===== config.mk =====
export PLATFORM = sky130hd
export DESIGN_NAME = onehot_enc16to4_flat
export DESIGN_NICKNAME = d
export VERILOG_FILES = /design/src/rtl/onehot_enc16to4_pkg.sv /design/src/rtl/onehot_enc16to4_if.sv /design/src/rtl/onehot_check16.sv /design/src/rtl/onehot_enc16to4.sv /design/src/flat_wrapper.sv
export SDC_FILE = /design/constraint.sdc
export NUM_CORES = 1
export LEC_CHECK = 0
export BUFFER_PORTS_ARGS = -buffer_cell sky130_fd_sc_hd__buf_4
export CAP_MARGIN = 0
export CELL_PAD_IN_SITES_DETAIL_PLACEMENT = 0
export CELL_PAD_IN_SITES_GLOBAL_PLACEMENT = 1
export CORE_AREA = 5 5 42 44
export DETAILED_ROUTE_END_ITERATION = 8
export DIE_AREA = 0 0 47 49
export HOLD_SLACK_MARGIN = 0.08
export PLACE_DENSITY = 0.82
export SKIP_LAST_GASP = 1
export SLEW_MARGIN = 10
export SYNTH_ARGS = -nofsm -noshare
export SYNTH_HDL_FRONTEND = slang
export SYNTH_SLANG_ARGS = --single-unit
export TNS_END_PERCENT = 30

===== constraint.sdc =====
create_clock -name clk -period 6.5 [get_ports clk]
set_clock_uncertainty 0.2 [all_clocks]
set_input_delay 1.3 -clock clk [delete_from_list [all_inputs] [get_ports clk]]
set_output_delay 1.3 -clock clk [all_outputs]
set_load 0.02 [all_outputs]

===== src/rtl/onehot_enc16to4_pkg.sv =====
// Shared widths for the 16-to-4 one-hot encoder.
// Imported by the interface, the checker and the top.
package onehot_enc16to4_pkg;
  localparam int ENC_IN_W  = 16;
  localparam int ENC_OUT_W = 4;
endpackage


===== src/rtl/onehot_enc16to4_if.sv =====
// Encoder bus: select vector in, index/valid/sticky error out.
// master drives in_; slave (the encoder) drives the rest.
interface onehot_enc16to4_if;
  import onehot_enc16to4_pkg::*;
  logic [ENC_IN_W-1:0]  in_;
  logic [ENC_OUT_W-1:0] out;
  logic                 valid;
  logic                 err_seen;
  modport master (
    output in_,
    input  out,
    input  valid,
    input  err_seen
  );
  modport slave (
    input  in_,
    output out,
    output valid,
    output err_seen
  );
endinterface


===== src/rtl/onehot_check16.sv =====
// Exact one-hot detector: in_ (16b) -> valid (1 when one bit set).
// Ports: in_ select vector, valid one-hot flag.
module onehot_check16
  import onehot_enc16to4_pkg::*;
(
  input  logic [ENC_IN_W-1:0] in_,
  output logic                valid
);
  logic seen;
  logic conflict;

  // Scan low to high: a set bit after any earlier set bit
  // is a conflict, so only a single set bit survives.
  always_comb begin
    seen     = 1'b0;
    conflict = 1'b0;
    for (int i = 0; i < ENC_IN_W; i++) begin
      conflict = conflict | (seen & in_[i]);
      seen     = seen | in_[i];
    end
    valid = seen & ~conflict;
  end
endmodule


===== src/rtl/onehot_enc16to4.sv =====
// 16-to-4 one-hot encoder with sticky non-one-hot error flag.
// Ports: clk, reset (sync, active-low), bus (slave: in_/out/valid/err_seen).
module onehot_enc16to4
  import onehot_enc16to4_pkg::*;
(
  input  logic               clk,
  input  logic               reset,
  onehot_enc16to4_if.slave   bus
);
  logic                 valid;
  logic [ENC_OUT_W-1:0] idx_or;
  logic                 err_seen_d;
  logic                 err_seen_q;

  onehot_check16 u_check (
    .in_   (bus.in_),
    .valid (valid)
  );

  // OR of indices is exact only for one-hot input;
  // valid gates every other case to zero.
  always_comb begin
    idx_or = '0;
    for (int k = 0; k < ENC_IN_W; k++) begin
      if (bus.in_[k]) idx_or = idx_or | 4'(k);
    end
  end

  always_comb begin
    err_seen_d = err_seen_q;
    if (!reset)      err_seen_d = 1'b0;
    else if (!valid) err_seen_d = 1'b1;
  end

  always_ff @(posedge clk) begin
    err_seen_q <= err_seen_d;
  end

  assign bus.out      = valid ? idx_or : '0;
  assign bus.valid    = valid;
  assign bus.err_seen = err_seen_q;
endmodule


===== src/flat_wrapper.sv =====
// flat-port wrapper written by rule: the top's interface ports become plain ports
module onehot_enc16to4_flat import onehot_enc16to4_pkg::*;
  (clk, reset, bus_in_, bus_out, bus_valid, bus_err_seen);
  onehot_enc16to4_if bus_i ();
  input  logic clk;
  input  logic reset;
  input wire logic [$bits(bus_i.in_)-1:0] bus_in_;
  output wire logic [$bits(bus_i.out)-1:0] bus_out;
  output wire logic [$bits(bus_i.valid)-1:0] bus_valid;
  output wire logic [$bits(bus_i.err_seen)-1:0] bus_err_seen;
  assign bus_i.in_ = bus_in_;
  assign bus_out = bus_i.out;
  assign bus_valid = bus_i.valid;
  assign bus_err_seen = bus_i.err_seen;
  onehot_enc16to4 u_core (.clk(clk), .reset(reset), .bus(bus_i));
endmodule

==> run summary, run 1 <==
run status = finished clean
last weighted congestion value of the routability-driven placer = 0.8066
placeable core region = 1401 um2
worst flop-to-flop path startpoint = u_core.bus.err_seen
crit path time final = 4.382 ns
hold-critical path endpoint = u_core.bus.err_seen
detail-routed via count per cell = 5.025
post-synthesis mux area share = 0.03540
leakage power figure = 0.2125 nW
Seq cells post-synth = 1
Worst VDD drop = 0.03808 mV
parity-gate share of the synthesized area counting xor and xnor cells = 0
post-route setup TNS = 0 ns
Data arrival, critical path = 2.88 ns
DR DRC count = 0
Reg-to-Reg End = u_core.bus.err_seen
Total Routing Usage GR = 0.07719
number of ports placed on the die boundary = 24
Post-Syn Area per Cell = 7.069 um2
part of the Yosys area used for sequential elements = 0.07080
remaining global-route overflow = 0
half-perimeter wire length after placement = 865.2 um
post-synth cell types = 23
worst skew pair latency = 0 ns
required time of the critical path = 5.00 ns
max_slew headroom = 0.7776
Yosys warning count = 0
final layout net count = 83
Worst Hold Margin = 0.2509 ns
R2R cell count = 1
count of input and output buffers = 23
setup repair after global routing missed its margin = false
signed area change from the synthesized netlist to the final layout = 68.14%
Simple-Gate Fraction of Synth Area = 0.4690
critical path launch point type = input pin
Tcrit/Tclk final = 0.6742
hold path startpoint = u_core.bus.err_seen
die footprint = 2303 um2
initial DRC count = 3
number of gates resized after cts = 0
Post-Place Setup Slack = 2.112 ns
first-pass detailed-route iteration total = 2
minimum setup slack among reg-to-reg paths = 5.73 ns
fin. max-slew vios = 0
clock transition at the registers of the reported paths = 0 ns
CP Class = in2out
hold buffer count at CTS = 0
hold path cells = 1
slew of the pin with the lowest slew margin = 0.3305 ns
initial antenna violation count = 0
fraction of layout instances using a drive strength above 1 = 0.4286
Synthesized Nets = 58
cell row count = 14
final non-filler cell total = 79
maximum number of pins on one net before global-route repair = 7
Largest register FFs = 1
die boundary height = 49 um
final-report setup violation count = 0
cell area after technology mapping = 282.8 um2
Tot Pwr = 0.02808 mW
compound-gate portion of the synthesized area = 0.3761
summed area of non-filler cells in the final layout = 475.5 um2
via count of the first global-routing pass = 355
initial core utilization = 0.2018
class of the tightest hold or removal check = reg2reg
main combinational cell family by area after synthesis = simple AND/OR/NAND/NOR gates
global-route wire length before repair = 1.449 mm
average routed wire per standard cell = 11.91 um
gate count after technology mapping = 40
max cap viols = 0
number of nets with antenna violations after detailed routing = 0
fraction of the core area covered by cells at the end of the flow = 0.3393
count of inserted antenna diode cells = 0
Worst setup EP type = output port
highest fanout seen on the critical path = 6
number of failing hold endpoints at the final stage = 0
cell area after placement = 475.5 um2
maximum clock frequency = 228.2 MHz
Final Worst Setup Slack = 2.118 ns
power density cells = 59.06 nW/um2
routed via count = 397
die outline width = 47 um
cell count after placement = 79
final routed wirelength across all metal layers = 941 um
adder and majority gate portion of the synthesized area = 0.03540
buffers inserted during post-CTS setup optimization = 0
-- power breakdown --
part	leakage, nW	switching, mW	internal (mW)
sequential	0.00844	0.000142	0.00660
clock	0	0	0
combinational	0.204	0.0102	0.0111
total	0.213	0.0103	0.0177
-- kinds of logic after synthesis --
| logic type | after synthesis |
|---|---|
| AO/OA/AOI/OAI | 15 |
| adder cells (fa/ha/maj) | 1 |
| buffers and inverters | 1 |
| flip-flops | 1 |
| multiplexers | 1 |
| AND/OR/NAND/NOR | 21 |
-- worst max-delay path: stages --
cell	delay, ns
sky130_fd_sc_hd__buf_4	0.12
sky130_fd_sc_hd__or3_4	0.39
sky130_fd_sc_hd__or4_1	0.40
sky130_fd_sc_hd__mux2i_1	0.18
sky130_fd_sc_hd__o211ai_2	0.16
sky130_fd_sc_hd__a21oi_1	0.17
sky130_fd_sc_hd__buf_4	0.16
-- layout make-up --
class / instances / area [um2]
Fill cell: 166 / 925.9
Multi-Input combinational cell: 38 / 259.0
Timing Repair Buffer: 23 / 172.7
Sequential cell: 1 / 20.02
Tap cell: 16 / 20.02
Inverter: 1 / 3.754
-- cells in the final DEF (no fill, tap or decap) --
cell	instances
sky130_fd_sc_hd__buf_4	23
sky130_fd_sc_hd__nor4_1	6
sky130_fd_sc_hd__nand2_1	4
sky130_fd_sc_hd__a21oi_1	4
sky130_fd_sc_hd__nor3_1	3
sky130_fd_sc_hd__nor2_1	2
sky130_fd_sc_hd__a22oi_1	2
sky130_fd_sc_hd__o21ai_0	2
sky130_fd_sc_hd__o31a_1	2
sky130_fd_sc_hd__or3_4	1
sky130_fd_sc_hd__or4_1	1
sky130_fd_sc_hd__nand3_1	1
sky130_fd_sc_hd__mux2i_1	1
sky130_fd_sc_hd__or2_1	1
sky130_fd_sc_hd__a211oi_1	1
sky130_fd_sc_hd__or3_1	1
sky130_fd_sc_hd__maj3_1	1
sky130_fd_sc_hd__nor4_4	1
sky130_fd_sc_hd__o31ai_1	1
sky130_fd_sc_hd__a31o_2	1
sky130_fd_sc_hd__o211ai_2	1
sky130_fd_sc_hd__inv_1	1
sky130_fd_sc_hd__o21a_1	1
sky130_fd_sc_hd__dfxtp_1	1
-- how the worst max path moves through the flow --
| stage | to | startpoint | slack (ns) |
|---|---|---|---|
| after floorplan | bus_out[0] | bus_in_[13] | 2.24 |
| after global placement | bus_out[2] | bus_in_[13] | 2.12 |
| after detailed placement | bus_out[3] | bus_in_[13] | 2.11 |
| after CTS | bus_out[3] | bus_in_[13] | 2.11 |
| after global routing | bus_out[0] | bus_in_[13] | 1.98 |
| final | bus_out[3] | bus_in_[13] | 2.12 |
-- routing by layer --
metal / GRT usage / wire length [um] / vias to the layer above
li1: - / - / 215
met1: 0.1196 / 460 / 163
met2: 0.1176 / 375 / 19
met3: 0.01107 / 105 / 0
met4: 0 / 0 / 0
met5: 0 / 0 / -
-- Yosys cell counts (all sizes together) --
cell    n  area [um2]
nor4    7       58.81
a21oi   4       20.02
nand2   4       15.01
nor3    3       15.01
a22oi   2       15.01
nor2    2       7.510
o21ai   2       10.01
o31a    2       17.52
or3     2       17.52
a211oi  1       7.510
a31o    1       8.760
dfxtp   1       20.02
inv     1       3.750
maj3    1       10.01
mux2i   1       10.01
nand3   1       5.000
o211ai  1       12.51
o21a    1       7.510
o31ai   1       7.510
or2     1       6.260
or4     1       7.510
Note: power is estimated with default switching activity, not from simulation.
==> run 2, diff against run 1 <==
--- a/config.mk
+++ b/config.mk
@@ -5,13 +5,15 @@
 export SDC_FILE = /design/constraint.sdc
 export NUM_CORES = 1
 export LEC_CHECK = 0
+export ABC_AREA = 1
 export BUFFER_PORTS_ARGS = -buffer_cell sky130_fd_sc_hd__buf_4
 export CAP_MARGIN = 0
 export CELL_PAD_IN_SITES_DETAIL_PLACEMENT = 0
 export CELL_PAD_IN_SITES_GLOBAL_PLACEMENT = 1
-export CORE_AREA = 5 5 42 44
+export CORE_ASPECT_RATIO = 0.75
+export CORE_MARGIN = 5
+export CORE_UTILIZATION = 23
 export DETAILED_ROUTE_END_ITERATION = 8
-export DIE_AREA = 0 0 47 49
 export HOLD_SLACK_MARGIN = 0.08
 export PLACE_DENSITY = 0.82
 export SKIP_LAST_GASP = 1
==> constraint.sdc (replaced) <==
create_clock -name clk -period 3.95 [get_ports clk]
set_clock_uncertainty 0.2 [all_clocks]
set_input_delay 0.79 -clock clk [delete_from_list [all_inputs] [get_ports clk]]
set_output_delay 0.79 -clock clk [all_outputs]
set_load 0.02 [all_outputs]
==> run summary, run 2 <==
run status = finished clean
post-synthesis mux area share = 0 (-0.03540)
buffers inserted during post-CTS setup optimization = 0 (unchanged)
initial core utilization = 0.2409 (+0.03914)
FFs w/ async S/R, synth = 0 (unchanged)
max_slew headroom = 0.7510 (-0.02658)
biggest area consumer among synthesized cells = sky130_fd_sc_hd__nand2_1
fraction of layout instances using a drive strength above 1 = 0.4421 (+0.01353)
setup repair after global routing missed its margin = false
slew of the pin with the lowest slew margin = 0.3700 ns (+0.03950 ns)
gate count after technology mapping = 72 (+80%)
number of failing hold endpoints at the final stage = 0 (unchanged)
power density cells = 84.79 nW/um2 (+44%)
hold path cells = 4 (+3)
fin. max-slew vios = 0 (unchanged)
hold path startpoint = u_core.bus.err_seen
highest fanout seen on the critical path = 5 (-1)
Reg-to-Reg End = u_core.bus.err_seen
die outline width = 59.07 um (+26%)
cell row count = 13 (-1)
Seq cells post-synth = 1 (unchanged)
maximum clock frequency = 329.6 MHz
critical path launch point type = input pin
Tcrit/Tclk final = 0.7682
Largest register FFs = 1 (unchanged)
count of input and output buffers = 23 (unchanged)
average routed wire per standard cell = 9.274 um (-22%)
Data arrival, critical path = 2.04 ns (-0.84 ns)
most used flip-flop cell after synthesis = sky130_fd_sc_hd__dfxtp_1
die boundary height = 46.81 um (-4.5%)
minimum setup slack among reg-to-reg paths = 3.12 ns (-2.61 ns)
compound-gate portion of the synthesized area = 0.1114 (-0.2647)
last weighted congestion value of the routability-driven placer = 0.7640 (-5.3%)
adder and majority gate portion of the synthesized area = 0 (-0.03540)
most used cells in the layout excluding fill and tap cells = sky130_fd_sc_hd__buf_4 (23), sky130_fd_sc_hd__nand2_1 (22), sky130_fd_sc_hd__inv_1 (9), sky130_fd_sc_hd__nor2_1 (7), sky130_fd_sc_hd__nor2_2 (5)
leakage power figure = 0.3194 nW (+50%)
post-route setup TNS = 0 ns (unchanged)
Worst setup EP type = output port
via count of the first global-routing pass = 425 (+20%)
top-area cell type share of the netlist area = 0.1988 (+0.06605)
most instantiated cells after synthesis = sky130_fd_sc_hd__nand2_1 (22), sky130_fd_sc_hd__inv_1 (9), sky130_fd_sc_hd__nor2_1 (7)
cell area after technology mapping = 415.4 um2 (+47%)
global-route wire length before repair = 1.745 mm (+20%)
number of ports placed on the die boundary = 24 (unchanged)
count leader, synth = sky130_fd_sc_hd__nand2_1
CP Class = in2out
Post-synth EDFFs = 0 (unchanged)
worst flop-to-flop path startpoint = u_core.bus.err_seen
main combinational cell family by area after synthesis = simple AND/OR/NAND/NOR gates
Total Routing Usage GR = 0.07895 (+0.001754)
leading cell type in the layout, fill and taps excluded = sky130_fd_sc_hd__buf_4
top post-synthesis cells by area = sky130_fd_sc_hd__nand2_1 (20%), sky130_fd_sc_hd__nand3_4 (8.4%), sky130_fd_sc_hd__inv_1 (8.1%)
count of inserted antenna diode cells = 0 (unchanged)
final non-filler cell total = 117 (+48%)
R2R cell count = 4 (+3)
area of the multi-input gates = 350.3 um2 (+35%)
Post-Syn Area per Cell = 5.769 um2 (-18%)
parity-gate share of the synthesized area counting xor and xnor cells = 0 (unchanged)
hold buffer count at CTS = 0 (unchanged)
Simple-Gate Fraction of Synth Area = 0.7319 (+0.2629)
cell count after placement = 117 (+48%)
class of the tightest hold or removal check = reg2reg
hold-critical path endpoint = u_core.bus.err_seen
layout filler cell count = 205 (+23%)
DR DRC count = 0 (unchanged)
final-report setup violation count = 0 (unchanged)
half-perimeter wire length after placement = 1.033 mm (+19%)
die footprint = 2765 um2 (+20%)
maximum number of pins on one net before global-route repair = 6 (-1)
final layout net count = 115 (+39%)
detail-routed via count per cell = 4.103 (-18%)
number of gates resized after cts = 0 (unchanged)
required time of the critical path = 2.96 ns (-2.04 ns)
placeable core region = 1724 um2 (+23%)
crit path time final = 3.034 ns
number of nets with antenna violations after detailed routing = 0 (unchanged)
Yosys warning count = 0 (unchanged)
final routed wirelength across all metal layers = 1.085 mm (+15%)
first-pass detailed-route iteration total = 1 (-1)
signed area change from the synthesized netlist to the final layout = 48.19%
part of the Yosys area used for sequential elements = 0.04819 (-0.02260)
max cap viols = 0 (unchanged)
clock transition at the registers of the reported paths = 0 ns (unchanged)
register area = 20.02 um2 (unchanged)
routed via count = 480 (+21%)
remaining global-route overflow = 0 (unchanged)
Worst VDD drop = 0.04880 mV (+28%)
initial antenna violation count = 0 (unchanged)
Synthesized Nets = 90 (+55%)
post-synth cell types = 19 (-17%)
initial DRC count = 0 (-3)
worst skew pair latency = 0 ns (unchanged)
==> run 2: cell types whose count changed in the layout (fill, tap and decap cells not counted), moves of 3 or more <==
cell                      change
sky130_fd_sc_hd__nor2_2       +5
sky130_fd_sc_hd__nand2_1     +18
sky130_fd_sc_hd__a21oi_1      -4
sky130_fd_sc_hd__nor4_1       -4
sky130_fd_sc_hd__inv_2        +3
sky130_fd_sc_hd__nor2_4       +3
sky130_fd_sc_hd__inv_1        +8
sky130_fd_sc_hd__nor2_1       +5
sky130_fd_sc_hd__a21oi_2      +3
==> run 2: layout make-up <==
class	count	share of cell area
multi-input cells	59	0.5691
repair buffers	23	0.2805
inverters	12	0.07317
well taps	22	0.04472
flip-flops and latches	1	0.03252
==> run 2: power by group <==
group,internal [mW],switching [mW],total (mW),leakage (nW)
Clock,0,0,0,0
Sequential,0.0109,0.000302,0.0112,0.00844
Combinational,0.0191,0.0219,0.0410,0.311
==> run 2: how the worst max path moves through the flow <==
| stage | from | end | slack [ns] | cells past startpoint |
|---|---|---|---|---|
| 2_1_floorplan | bus_in_[8] | bus_out[0] | 1.19 | 9 |
| 3_3_place_gp | bus_in_[8] | bus_out[0] | 0.90 | 11 |
| 3_5_place_dp | bus_in_[8] | bus_out[1] | 0.90 | 11 |
| 4_1_cts | bus_in_[8] | bus_out[1] | 0.89 | 11 |
| 5_1_grt | bus_in_[8] | bus_out[1] | 0.76 | 11 |
| 6_report | bus_in_[8] | bus_out[1] | 0.92 | 11 |
==> run 2: critical path: stages <==
cell,delay [ns]
sky130_fd_sc_hd__buf_4,0.11
sky130_fd_sc_hd__nor2_2,0.17
sky130_fd_sc_hd__nand2_1,0.09
sky130_fd_sc_hd__nor2_2,0.17
sky130_fd_sc_hd__nand2_1,0.07
sky130_fd_sc_hd__nand2_1,0.06
sky130_fd_sc_hd__nand2_1,0.08
sky130_fd_sc_hd__nor2_4,0.11
sky130_fd_sc_hd__nand3_4,0.12
sky130_fd_sc_hd__a21oi_2,0.13
sky130_fd_sc_hd__buf_4,0.15
==> run 2: stage by stage <==
stage               setup WS [ns]  hold slack [ns]  utilization  cell area (um2)  total power [mW]
floorplan                   1.185           0.4263            -            415.4           0.03096
global placement           0.8983           0.3329       0.3570            615.6           0.05262
detailed placement         0.8952           0.3690       0.3570            615.6           0.05246
CTS                        0.8936           0.3702       0.3570            615.6           0.05252
global route               0.7596           0.4379       0.3570            615.6           0.05700
finish                     0.9156           0.3502       0.3570            615.6           0.05220
==> run 2: kinds of logic after synthesis <==
| kind of cell | count (synthesis) |
|---|---|
| simple gates | 53 |
| flops | 1 |
| buf+inv | 12 |
| compound gates | 6 |
==> run 2: per-layer routing <==
metal / GRT usage / part of all wire
met5: 0 / 0
met4: 0 / 0
met3: 0.008242 / 0.042
met2: 0.1344 / 0.47
met1: 0.1154 / 0.49
==> run 3, diff against run 2 <==
==> constraint.sdc (replaced) <==
create_clock -name clk -period 2.7 [get_ports clk]
set_clock_uncertainty 0.2 [all_clocks]
set_input_delay 0.54 -clock clk [delete_from_list [all_inputs] [get_ports clk]]
set_output_delay 0.54 -clock clk [all_outputs]
set_load 0.02 [all_outputs]
==> run summary, run 3 (same netlist as run 2, synthesis figures left out) <==
run status = finished clean
slew of the pin with the lowest slew margin = 0.3211 ns (-0.04892 ns)
worst skew pair latency = 0 ns (unchanged)
Worst VDD drop = 0.05734 mV (+18%)
final layout net count = 115 (unchanged)
count of inserted antenna diode cells = 0 (unchanged)
class of the tightest hold or removal check = reg2reg
CP Class = in2out
Tcrit/Tclk final = 0.9421
crit path time final = 2.544 ns
maximum number of pins on one net before global-route repair = 6 (unchanged)
Post-Place Setup Slack = 0.1451 ns (-0.7501 ns)
via count of the first global-routing pass = 473 (+11%)
number of failing hold endpoints at the final stage = 0 (unchanged)
last weighted congestion value of the routability-driven placer = 0.7473 (-2.2%)
detail-routed via count per cell = 4.188 (+2.1%)
fraction of the core area covered by cells at the end of the flow = 0.3570 (unchanged)
clock transition at the registers of the reported paths = 0 ns (unchanged)
initial antenna violation count = 0 (unchanged)
initial DRC count = 2 (+2)
final routed wirelength across all metal layers = 1.141 mm (+5.2%)
count of input and output buffers = 23 (unchanged)
max_slew headroom = 0.7839 (+0.03291)
die footprint = 2765 um2 (unchanged)
number of gates resized after cts = 0 (unchanged)
Tot Pwr = 0.07644 mW (+46%)
leading cell type in the layout, fill and taps excluded = sky130_fd_sc_hd__buf_4
hold buffer count at CTS = 0 (unchanged)
global-route wire length before repair = 1.911 mm (+9.5%)
cell area after placement = 615.6 um2 (unchanged)
initial core utilization = 0.2409 (unchanged)
Worst Hold Margin = 0.3374 ns (-0.01273 ns)
average routed wire per standard cell = 9.752 um (+5.2%)
final non-filler cell total = 117 (unchanged)
fraction of layout instances using a drive strength above 1 = 0.4421 (unchanged)
Largest register FFs = 1 (unchanged)
critical path launch point type = input pin
first-pass detailed-route iteration total = 2 (+1)
cell row count = 13 (unchanged)
DR DRC count = 0 (unchanged)
Final Worst Setup Slack = 0.1565 ns (-0.7592 ns)
most used cells in the layout excluding fill and tap cells = sky130_fd_sc_hd__buf_4 (23), sky130_fd_sc_hd__nand2_1 (22), sky130_fd_sc_hd__inv_1 (9), sky130_fd_sc_hd__nor2_1 (7), sky130_fd_sc_hd__nor2_2 (5)
post-route setup TNS = 0 ns (unchanged)
fin. max-slew vios = 0 (unchanged)
required time of the critical path = 1.96 ns (-1.00 ns)
highest fanout seen on the critical path = 5 (unchanged)
die boundary height = 46.81 um (unchanged)
Critical Path Max Stage Delay = 0.16 ns (about the same)
number of ports placed on the die boundary = 24 (unchanged)
placeable core region = 1724 um2 (unchanged)
signed area change from the synthesized netlist to the final layout = 48.19% (unchanged)
top cell family by delay on the critical path = simple AND/OR/NAND/NOR gates
leakage power figure = 0.3194 nW (unchanged)
setup repair after global routing missed its margin = false
Worst setup EP type = output port
crit-path cells = buf_4, nor2_4, nand3_4, nor2_4, nand3b_1, nand2_1, inv_2, nor2_8, nand3_4, a21oi_2, buf_4
routed via count = 490 (+2.1%)
cell count after placement = 117 (unchanged)
cell at the slowest stage of the critical path = sky130_fd_sc_hd__nor2_4
Data arrival, critical path = 1.80 ns (-0.24 ns)
power density cells = 124.2 nW/um2 (+46%)
Total Routing Usage GR = 0.08421 (+0.005263)
half-perimeter wire length after placement = 1.043 mm (+1.0%)
count of buffer and inverter cells on the critical path = 3 (+1)
buffers inserted during post-CTS setup optimization = 0 (unchanged)
summed area of non-filler cells in the final layout = 615.6 um2 (unchanged)
critical path depth = 11 (unchanged)
number of nets with antenna violations after detailed routing = 0 (unchanged)
remaining global-route overflow = 0 (unchanged)
maximum clock frequency = 393.2 MHz
hold path cells = 4 (unchanged)
die outline width = 59.07 um (unchanged)
max cap viols = 0 (unchanged)
R2R cell count = 4 (unchanged)
final-report setup violation count = 0 (unchanged)
## run 3: cell counts in the layout (fill, tap and decap cells not counted)
Identical to the previous run, type by type.
## run 3: power by group
| group | switching (mW) | internal [mW] | leakage [nW] | total [mW] |
|---|---|---|---|---|
| sequential | 0.000365 | 0.0159 | 0.00844 | 0.0163 |
| clock | 0 | 0 | 0 | 0 |
| combinational | 0.0322 | 0.0279 | 0.311 | 0.0602 |
## run 3: metal layers
metal | part of all wire | routed length [um] | global-route usage | up-vias
met3 | 0.044 | 50 | 0.002747 | 0
met2 | 0.46 | 521 | 0.1498 | 11
met4 | 0 | 0 | 0 | 0
met5 | 0 | 0 | 0 | -
met1 | 0.50 | 569 | 0.1220 | 202
li1 | - | - | - | 277
## run 3: worst paths after layout
path	slack, ns	to	start
max	0.16	bus_out[3]	bus_in_[0]
min	0.34	u_core.bus.err_seen	u_core.bus.err_seen
max reg2reg	1.88	u_core.bus.err_seen	u_core.bus.err_seen
min reg2reg	0.34	u_core.bus.err_seen	u_core.bus.err_seen
## run 3: worst min-delay path, stage by stage, from the launching register on
cell and delay [ns]:
sky130_fd_sc_hd__dfxtp_1 0.31, sky130_fd_sc_hd__inv_1 0.04, sky130_fd_sc_hd__nand4_1 0.07, sky130_fd_sc_hd__nand2_1 0.04, sky130_fd_sc_hd__inv_1 0.04
## run 3: cell type report
type / instances / area, um2
timing repair buffer: 23 / 172.7
tap: 22 / 27.53
multi-input combinational: 59 / 350.3
sequential: 1 / 20.02
fill: 207 / 1109
inverter: 12 / 45.04
